## src/rtl/ecc_pkg.sv

```systemverilog
// Shared definitions for the ECC scalar-multiplication sequencer: command
// encodings, sequencer states and the default scalar width.
package ecc_pkg;

    localparam int unsigned KW_DEFAULT = 32;

    typedef enum logic [1:0] {
        OP_NOP  = 2'b00,
        OP_PDBL = 2'b01,
        OP_PADD = 2'b10,
        OP_LOAD = 2'b11
    } op_e;

    typedef enum logic [2:0] {
        IDLE,
        SCAN,
        ISSUE,
        WAIT,
        FINISH
    } state_e;

endpackage

```

## src/rtl/ecc_key_shifter.sv

```systemverilog
// Holds the MSB-aligned scalar and the count of bits remaining below the
// current bit; the sequencer loads, shifts or clears it.
module ecc_key_shifter #(
    parameter int unsigned KW = 32,
    parameter int unsigned IW = 5
) (
    input  logic          i_clk,
    input  logic          i_rst_n,
    input  logic          i_load,
    input  logic          i_shift,
    input  logic          i_clear,
    input  logic [KW-1:0] i_k,
    output logic          o_msb,
    output logic          o_zero,
    output logic          o_cnt_zero,
    output logic [IW-1:0] o_cnt
);

    logic [KW-1:0] kreg_q;
    logic [IW-1:0] cnt_q;

    always_ff @(posedge i_clk or negedge i_rst_n) begin
        if (!i_rst_n) begin
            kreg_q <= '0;
            cnt_q  <= '0;
        end else if (i_clear) begin
            kreg_q <= '0;
            cnt_q  <= '0;
        end else if (i_load) begin
            kreg_q <= i_k;
            cnt_q  <= IW'(KW - 1);
        end else if (i_shift) begin
            kreg_q <= {kreg_q[KW-2:0], 1'b0};
            cnt_q  <= cnt_q - IW'(1);
        end
    end

    assign o_msb      = kreg_q[KW-1];
    assign o_zero     = (kreg_q == '0);
    assign o_cnt_zero = (cnt_q == '0);
    assign o_cnt      = cnt_q;

endmodule

```

## src/rtl/ecc_scalar_sched.sv

```systemverilog
// Left-to-right double-and-add sequencer: walks k MSB-first and issues
// LOAD/PDBL/PADD commands to the point unit, one outstanding at a time.
module ecc_scalar_sched
    import ecc_pkg::*;
#(
    parameter int unsigned KW = KW_DEFAULT,
    parameter int unsigned IW = $clog2(KW)
) (
    input  logic          i_clk,
    input  logic          i_rst_n,
    input  logic          i_start,
    input  logic [KW-1:0] i_k,
    output logic          o_busy,
    output logic          o_op_valid,
    output logic [1:0]    o_op,
    input  logic          i_op_ready,
    input  logic          i_op_done,
    output logic          o_done,
    output logic          o_inf,
    output logic [IW-1:0] o_bit_idx
);

    state_e state_q, state_d;
    op_e    cur_op_q, cur_op_d;
    logic   inf_q, inf_d;

    logic ks_load, ks_shift, ks_clear;
    logic ks_msb, ks_zero, ks_cnt_zero;

    ecc_key_shifter #(
        .KW (KW),
        .IW (IW)
    ) u_key_shifter (
        .i_clk      (i_clk),
        .i_rst_n    (i_rst_n),
        .i_load     (ks_load),
        .i_shift    (ks_shift),
        .i_clear    (ks_clear),
        .i_k        (i_k),
        .o_msb      (ks_msb),
        .o_zero     (ks_zero),
        .o_cnt_zero (ks_cnt_zero),
        .o_cnt      (o_bit_idx)
    );

    always_ff @(posedge i_clk or negedge i_rst_n) begin
        if (!i_rst_n) begin
            state_q  <= IDLE;
            cur_op_q <= OP_NOP;
            inf_q    <= 1'b0;
        end else begin
            state_q  <= state_d;
            cur_op_q <= cur_op_d;
            inf_q    <= inf_d;
        end
    end

    always_comb begin
        state_d  = state_q;
        cur_op_d = cur_op_q;
        inf_d    = inf_q;
        ks_load  = 1'b0;
        ks_shift = 1'b0;
        ks_clear = 1'b0;
        unique case (state_q)
            IDLE: begin
                if (i_start) begin
                    ks_load = 1'b1;
                    inf_d   = 1'b0;
                    state_d = SCAN;
                end
            end
            SCAN: begin
                if (ks_zero) begin
                    inf_d   = 1'b1;
                    state_d = FINISH;
                end else if (ks_msb) begin
                    cur_op_d = OP_LOAD;
                    state_d  = ISSUE;
                end else begin
                    // A nonzero kreg with a clear MSB always has bits left below
                    ks_shift = !ks_cnt_zero;
                end
            end
            ISSUE: begin
                if (i_op_ready) state_d = WAIT;
            end
            WAIT: begin
                if (i_op_done) begin
                    // After a doubling the MSB is the current bit: add if it is set
                    if (cur_op_q == OP_PDBL && ks_msb) begin
                        cur_op_d = OP_PADD;
                        state_d  = ISSUE;
                    end else if (ks_cnt_zero) begin
                        state_d = FINISH;
                    end else begin
                        ks_shift = 1'b1;
                        cur_op_d = OP_PDBL;
                        state_d  = ISSUE;
                    end
                end
            end
            FINISH: begin
                ks_clear = 1'b1;
                state_d  = IDLE;
            end
            default: state_d = IDLE;
        endcase
    end

    assign o_busy     = (state_q != IDLE);
    assign o_op_valid = (state_q == ISSUE);
    assign o_op       = (state_q == ISSUE) ? cur_op_q : OP_NOP;
    assign o_done     = (state_q == FINISH);
    assign o_inf      = inf_q;

endmodule
```

## config.mk

```make
export PLATFORM = sky130hd
export DESIGN_NAME = ecc_scalar_sched
export DESIGN_NICKNAME = d
export VERILOG_FILES = /design/src/rtl/ecc_pkg.sv /design/src/rtl/ecc_key_shifter.sv /design/src/rtl/ecc_scalar_sched.sv
export SDC_FILE = /design/constraint.sdc
export NUM_CORES = 1
export LEC_CHECK = 0
export CAP_MARGIN = 20
export CELL_PAD_IN_SITES_DETAIL_PLACEMENT = 0
export CELL_PAD_IN_SITES_GLOBAL_PLACEMENT = 1
export CORE_ASPECT_RATIO = 1.25
export CORE_MARGIN = 1.5
export CORE_UTILIZATION = 39
export CTS_CLUSTER_SIZE = 10
export DETAILED_ROUTE_END_ITERATION = 10
export PLACE_DENSITY_LB_ADDON = 0.1
export SKIP_CTS_REPAIR_TIMING = 1
export SYNTH_ARGS = -nofsm -noshare
export SYNTH_HDL_FRONTEND = slang
export SYNTH_SLANG_ARGS = --single-unit
export TNS_END_PERCENT = 5
```

## constraint.sdc

```tcl
create_clock -name i_clk -period 2.5 [get_ports i_clk]
set_clock_uncertainty 0.05 [all_clocks]
set_input_delay 0.25 -clock i_clk [delete_from_list [all_inputs] [get_ports i_clk]]
set_output_delay 0.25 -clock i_clk [all_outputs]
set_load 0.05 [all_outputs]
```

==> results.toml, run 1 <==
[outcome]
outcome = "finished with violations"
violations = "design-rule violations"

[logic_synthesis]
synthArstFlopShare_pct = 100.0
synth_area_leader_cell = "dfrtp_1"
synth_top_area_share_pct = 46.69
netlist_instances = 239
synth_area_leaders = "dfrtp_1 (47%), mux2i_1 (13%), a21oi_1 (7.4%)"
synthFlopType = "dfrtp_1"
syn_avg_cell_area_um2 = 9.643
synth_seq_area_share_pct = 46.69
yosys.cell_types.count = 38
yosysMostFrequentCell = "dfrtp_1"
synth_area_um2 = 2305
synth_seq_cells = 43
synth_common_cells = "dfrtp_1 (43), a21oi_1 (34), o21ai_0 (33), mux2i_1 (30)"
synth_nets = 278
synth_edf_count = 0
ys_warn_count = 0

[critical_path]
timing.rr.start = "u_key_shifter.o_cnt[0]"
r2r_slack_ps = 290
critPathCaptureType = "output pin"
cp.required_ps = 2200
worstPathArrival_ps = 1960
startpoint_type = "flop"
worstReg2RegEnd = "u_key_shifter.kreg_q[11]"
path_max_fanout = 8
critPathKind = "reg2out"
reg2reg_depth = 8

[grt]
use_met1_pct = 21.70
grt_remaining_overflow = 0
use_met2_pct = 29.71
grt_max_degree = 66
antenna_found_initial = 0
top_usage_layer = "met2"
grt_util_met3_pct = 3.157
grt_pass1_wl_um = 8521
track_usage_pct = 17.05
grt_pass1_vias = 1809

[clocking]
cts_root_buf = "clkbuf_8"
cts.path.max_buffers = 2
htree_levels = 2
path_clk_slew_ps = 80
cts_tree = "done"
cts_made_buffers = 5
clock_latency_ps = 290
cts_sinks = 43

[sta]
hold_viol_final = 0
max_freq_mhz = 442.7
setup_viol = 0
min_period_ps = 2259
worstMarginPinSlew_ps = 513.3
drv_slew = 0
rsz0062_at_grt = "no"
tns_ps = 0
timing.final.crit_share_pct = 90.35
slew_headroom_pct = 65.67
holdWs_ps = 257.1
setup_slack_ps = 241.2

[die]
pin_count = 48
coreArea_um2 = 5741
fp.dieH_um = 88.95
die_area_um2 = 6382
die_w_um = 71.76
start_util_pct = 40.15
rows = 31

[route]
drtIter0Drc = 85
wl_per_cell_um = 14.41
drc = 1
num_vias = 1912
drt-total-wl_um = 5087
vias_per_cell = 5.416
ant_nets = 0
first_pass_iters = 9

[finish]
stdcell_area_um2 = 3002
multiInputGateArea_um2 = 1122
register_area_um2 = 1076
drive_gt1_share_pct = 8.362
syn2layout_area_growth_pct = 30.24
n_antenna_cell = 0
fillers = 560
finalNonFillerCells = 353
final_nets = 325

[power_and_ir_drop]
powerDensity_nw_per_um2 = 1167
leakagePower_nw = 1.264
vdd_drop_max_mv = 0.4401

[placement]
place_area_um2 = 2872
dpl.cell_count = 343
gp_congestion = 0.7482
place.port_buffers = 47
place_ws_ps = 301.1
place_hpwl_um = 3585

[run]
cap_violations = 0

[worst_hold_path]
hp-class = "in2async"
-- worst max path at each step --
stage	from	to	slack [ps]	depth (start not counted)
global placement	u_key_shifter.o_cnt[0]	u_key_shifter.kreg_q[9]	350	8
detailed placement	u_key_shifter.o_cnt[0]	u_key_shifter.kreg_q[9]	300	8
floorplan	u_key_shifter.o_cnt[0]	u_key_shifter.o_cnt[3]	80	8
finish	state_q[2]	o_op[1]	240	3
CTS	state_q[2]	o_busy	210	3
global route	state_q[2]	o_busy	110	3
-- cell families after synthesis --
group,count (synthesis),share of synthesized area [%]
muxes,31,13.52
DFF,43,46.69
adders and majority gates,2,1.086
AOI/OAI and AO/OA,83,20.14
and+or+nand+nor,55,13.30
buffers and inverters,25,5.266
-- per-layer routing --
layer	share of wire, %	vias to the layer above
met5	0	-
met4	0.63	0
met3	3.3	2
met2	50	41
met1	46	905
li1	-	964
-- report_power, final --
part           switching (mW)  internal [mW]  total (mW)  leakage, nW
combinational           0.901          0.802        1.70        0.697
sequential              0.290           1.03        1.32        0.515
clock                   0.228          0.252       0.480       0.0515
total                    1.42           2.08        3.50         1.26
-- metrics by stage --
step	power, mW	util [%]
floorplan	2.581	-
detailed placement	3.054	50.02
CTS	3.538	51.77
finish	3.503	52.29
global placement	3.024	50.02
global route	3.764	52.29
-- layout by cell type (no fill, tap or decap), types with 2 or more instances in the layout --
cell type         n
o21ai_0          33
nor3_1            6
clkdlybuf4s50_1  45
and2_1            4
nand2_1          11
nor2_1            9
nand3_1           5
ha_1              2
dfrtp_1          43
a31oi_1           4
a211oi_1          2
mux2i_1          30
nand3b_1          2
buf_12            4
a21oi_1          34
inv_1             8
buf_4             6
nor4_1            8
clkbuf_8          7
-- worst max-delay path, cell delays in order (launching register included) --
cell	delay, ps
dfrtp_1	490
nor3_2	240
and2_1	150
clkdlybuf4s50_1	790
-- final cells by class --
type                    instances  share of cell area (%)
inverters                       8                   1.000
multi-input cells             171                   37.39
flip-flops and latches         43                   35.85
well taps                      66                   2.751
clock buffers                   8                   3.335
repair buffers                 57                   19.67
-- flip-flops by register name, indices dropped and copies added (netlist names) --
| signal | cells |
|---|---|
| u_key_shifter.o_cnt | 5 |
| state_q | 3 |
| u_key_shifter.kreg_q | 32 |
| o_inf | 1 |
| cur_op_q | 2 |
Power figures use the tool's default switching activity.
==> run 2: changes to the inputs <==
GPL_TIMING_DRIVEN = 0   (was default)
==> run 2 against run 1 <==
Net effect:
- the flow now finishes without violations
- core utilization is 0.39 points higher
- sequential share of layout area shrank 0.27 points
- critical path depth grew 1
- wire length grew 9.8%
- final cell count is 2.5% higher
- cell area increased by 0.75%
- sequential power about the same
- clock-buffer cell count fell by 2
- clock power is 18% higher
- critical path type unchanged
- largest cell class unchanged
==> results.toml, run 2 (synthesis results as in run 1) <==
[sta]
worstMarginPinSlew_ps = 573.4
setup_viol = 0
rsz0062_at_grt = "no"
hold_viol_final = 0
drv_slew = 0
slew_headroom_pct = 61.77
tns_ps = 0
min_period_ps = 2362
max_freq_mhz = 423.4
timing.final.crit_share_pct = 94.48

[route]
wl_per_cell_um = 15.43
num_vias = 1948
drc = 0
drtIter0Drc = 57
drt-total-wl_um = 5585
first_pass_iters = 6
ant_nets = 0
vias_per_cell = 5.381

[die]
start_util_pct = 40.15
coreArea_um2 = 5741
die_area_um2 = 6382
pin_count = 48
die_w_um = 71.76
rows = 31
fp.dieH_um = 88.95

[critical_path]
crit_path_top_delay_cell = "clkdlybuf4s50_1"
critPathKind = "reg2out"
path_max_fanout = 8
path_cells = "clkbuf_1, nor3_2, and2_1, clkdlybuf4s50_1"
r2r_slack_ps = 190
cp.required_ps = 2200
worstPathArrival_ps = 2060
startpoint_type = "flop"
cpPeakStageDelay_ps = 790
critPathCaptureType = "output pin"

[finish]
fillers = 565
final_common_cell = "clkdlybuf4s50_1"
drive_gt1_share_pct = 7.095
stdcell_area_um2 = 3024
final_nets = 334
top_register = "u_key_shifter.kreg_q"
n_antenna_cell = 0
layout.cells.most_common_list = "clkdlybuf4s50_1 (44), dfrtp_1 (43), a21oi_1 (34)"
largest_register_ffs = 32
syn2layout_area_growth_pct = 31.22

[power_and_ir_drop]
swShare_pct = 40.51
seqPwrFrac_pct = 36.3
power_frac_comb_pct = 48.0
pwr-share-clk_pct = 15.6
power_mw = 3.617
p_sw_mw = 1.465
intPower_mw = 2.152
leakagePower_nw = 1.299
vdd_drop_max_mv = 0.3963
powerDensity_nw_per_um2 = 1196

[outcome]
outcome = "complete, no violations"

[clocking]
htree_levels = 2
cts_made_buffers = 5
cts.path.max_buffers = 2
path_clk_slew_ps = 90
clock_latency_ps = 290
cts_root_buf = "clkbuf_8"
cts_tree = "done"
cts_sinks = 43

[run]
cap_violations = 0

[placement]
place_hpwl_um = 4155
place_area_um2 = 2885
place.port_buffers = 47
gp_congestion = 0.7676

[grt]
grt_pass1_vias = 1974
grt_remaining_overflow = 0
grt_pass1_wl_um = 9508
grt_max_degree = 24
track_usage_pct = 19.26
antenna_found_initial = 0

[worst_hold_path]
hp-class = "in2async"
## run 2: power by group through the flow
stage                     Clock (mW)  Sequential, mW  Combinational (mW)
after CTS                      0.584            1.31                1.76
after floorplan                    0            1.38                1.20
after global placement             0            1.32                1.71
after global routing           0.610            1.37                1.92
after detailed placement           0            1.33                1.76
final                          0.565            1.31                1.74
## run 2: stage by stage
step	worst slack (ps)	hold slack, ps	util, %	instances
6_report	138.1	437.5	52.68	362
5_1_grt	6.874	477.4	52.68	362
4_1_cts	-90.70	-97.39	52.31	361
3_5_place_dp	46.41	221.3	50.26	353
3_3_place_gp	-118.3	424.5	49.87	352
2_1_floorplan	76.65	-95.59	-	239
## run 2: final timing paths
| check | startpoint | end | cells past startpoint |
|---|---|---|---|
| max in group asynchronous | i_rst_n | u_key_shifter.kreg_q[3] | 3 |
| min | i_rst_n | u_key_shifter.o_cnt[1] | 2 |
| min in group i_clk | o_inf | o_inf | 2 |
| max | state_q[2] | o_op[0] | 4 |
| min reg2reg | o_inf | o_inf | 2 |
| max reg2reg | u_key_shifter.o_cnt[0] | u_key_shifter.o_cnt[3] | 8 |
## run 2: area by class of cell
class | count | area, um2 | share of cell area, %
clock inverters | 2 | 35.03 | 1.158
inverters | 8 | 30.03 | 0.9930
plain buffers | 17 | 91.34 | 3.020
repair buffers | 49 | 508.0 | 16.80
well taps | 66 | 82.58 | 2.731
multi-input cells | 171 | 1119 | 36.99
flip-flops and latches | 43 | 1076 | 35.58
clock buffers | 6 | 82.58 | 2.731
## run 2: per-layer routing
layer | routed length, um | vias up | global-route usage [%]
li1 | - | 986 | -
met1 | 2493 | 919 | 25.07
met2 | 2857 | 39 | 33.50
met3 | 183 | 4 | 2.931
met4 | 51 | 0 | 5.317
met5 | 0 | - | 0
## run 2: worst max-delay path, delay by kind of cell, from the launching register on
family | cells | cell delay [ps]
buf+inv | 2 | 990
simple gates | 2 | 410
flops | 1 | 360
==> run 3: changes to the inputs <==
SLEW_MARGIN = 15   (was default)
==> results of run 3 <==
The final DEF is identical to that of run 2; final timing and power are the same.
==> RTL edit (flow settings as in run 1) <==
Make the reset (`i_rst_n`) synchronous in 2 clocked blocks.
--- a/src/rtl/ecc_key_shifter.sv
+++ b/src/rtl/ecc_key_shifter.sv
@@ -19,7 +19,7 @@
     logic [KW-1:0] kreg_q;
     logic [IW-1:0] cnt_q;
 
-    always_ff @(posedge i_clk or negedge i_rst_n) begin
+    always_ff @(posedge i_clk) begin
         if (!i_rst_n) begin
             kreg_q <= '0;
             cnt_q  <= '0;
--- a/src/rtl/ecc_scalar_sched.sv
+++ b/src/rtl/ecc_scalar_sched.sv
@@ -43,7 +43,7 @@
         .o_cnt      (o_bit_idx)
     );
 
-    always_ff @(posedge i_clk or negedge i_rst_n) begin
+    always_ff @(posedge i_clk) begin
         if (!i_rst_n) begin
             state_q  <= IDLE;
             cur_op_q <= OP_NOP;
Function: differs if i_rst_n is asserted again (counterexample within 4 cycles, from zero or initial values and one cycle with i_rst_n low); with i_rst_n held inactive, the same outputs for 10 cycles.
==> RTL edit against run 1 <==
  * Die area decreased by 9.2%
  * Sequential cell count stayed put
  * Hold slack better by 0.19 ns
  * Register-to-register slack got worse by 0.02 ns
  * Setup slack improved by 0.0014 ns
  * Count of clock-buffer cells in the layout stayed put
  * Routed wire length increased by 0.53%
  * Area after synthesis is 9.6% lower
  * Design area is 8.9% lower
  * Critical endpoint unchanged
  * Highest routed layer unchanged
Power is not compared: it rests on default switching activity, and its combinational part moved more than twofold at a synthesized area within 25%.
==> RTL edit: results (changes against run 1) <==
number of distinct library cells after synthesis 41 (+7.9%); FFs w/ async S/R, synth 0 (-1.000); placed inst area 0.002635 mm² (-8.2%); synth top area cells dfxtp_1 (41%), nor2_1 (12%), nor4_1 (11%), nor3_1 (8.2%), clkbuf_1 (2.0%); seq_cells 43 (unchanged); Pre-antenna DRT Iters 6 (-3); largest net degree at the start of global routing 38 (-42%); share of layout cells above drive strength 1 0.08333 (-0.0002904); Area Overhead vs Synth 31.21%; ClkCell Share 0.03660 (+0.003249); clk_lat worst skew 0.30 ns; Synth Flop Type dfxtp_1; Final non-clock buffer share 0.2059 (+0.009107); Non-clk bufs 56 (-1.8%); Worst-Margin Slew 0.4960 ns (-0.01728 ns); Placer Congestion 0.7059 (-5.7%); DRT Wirelength 5.114 mm (+0.53%); Signal inverters 6 (-2); # fillers 527 (-5.9%); first-pass GRT wire length 9.128 mm (+7.1%); Inst Count DP 366 (+6.7%); clk buf depth 2 (unchanged); vias in the first global route 2054 (+14%); sequential cell area 860.8 µm² (-20%); Cell Rows 29 (-6.5%); Arr. time, crit path 1.96 ns (about the same); DP HPWL 3.464 mm (-3.4%); max reg flops 32 (unchanged); Routed WL per cell 13.67 µm (-5.1%); syn_nets 307 (+10%); CP peak stage delay 0.79 ns (about the same); run status completed; Multi-Input Combinational 199 (+16%); sequential fraction of the synthesis area 0.4130 (-0.05392); GR Util All Layers 0.2010 (+0.03046); Synth Area per Inst 7.778 µm² (-19%); DRC marker count from the first detailed-route iteration 107 (+26%); Final Net Count 350 (+7.7%); cts bufs inserted 5 (unchanged); Synth top cells by count nor2_1 (68), dfxtp_1 (43), nor4_1 (35); Hold Path Class flop to flop; area occupied by multi-input gates 0.001111 mm² (-1.0%); Root Driver clkbuf_8; Setup WS pre-CTS 0.2760 ns (-0.02511 ns); Vias 2040 (+6.7%)
==> RTL edit: cell types whose count changed after synthesis, sizes merged, moves of 29 or more <==
cell	delta
o21ai	-30
dfxtp	+43
dfrtp	-43
nor4	+29
nor2	+60
a21oi	-31
==> RTL edit: worst paths after layout <==
path	from	end	slack, ns	cells past startpoint
hold reg to reg	u_key_shifter.kreg_q[0]$_SDFFE_PP0P_	u_key_shifter.kreg_q[0]$_SDFFE_PP0P_	0.45	2
setup / recovery	state_q[0]$_SDFFE_PN0P_	o_op[1]	0.24	3
setup reg to reg	u_key_shifter.o_cnt[0]$_SDFFE_PP0P_	u_key_shifter.o_cnt[3]$_SDFFE_PP0P_	0.27	7
hold / removal	u_key_shifter.kreg_q[0]$_SDFFE_PP0P_	u_key_shifter.kreg_q[0]$_SDFFE_PP0P_	0.45	2
==> RTL edit: report_power, final <==
group / switching (mW) / internal (mW)
clock: 0.236 / 0.252
combinational: 0.458 / 0.357
sequential: 0.131 / 0.826
==> RTL edit: worst max-delay path: cells and delay by family, from the launching register on <==
family | cells | cell delay [ns]
buffers and inverters | 1 | 0.79
DFF | 1 | 0.43
and+or+nand+nor | 2 | 0.43
==> RTL edit: per-layer routing <==
metal  up-vias  share of wire  wire [µm]  global-route usage
met2        44           0.48       2474              0.3365
met5         -              0          0                   0
met4         0          0.013         65             0.06000
met1       939           0.47       2389              0.2563
met3         6          0.036        185             0.03619
li1       1051              -          -                   -
==> RTL edit: cell families after synthesis <==
group,Yosys count,share of synthesized area
flip-flops,43,0.4130
adder cells (fa/ha/maj),2,0.01200
multiplexers,3,0.01501
AO/OA/AOI/OAI,21,0.07323
buffers and inverters,26,0.05642
AND/OR/NAND/NOR,173,0.4304
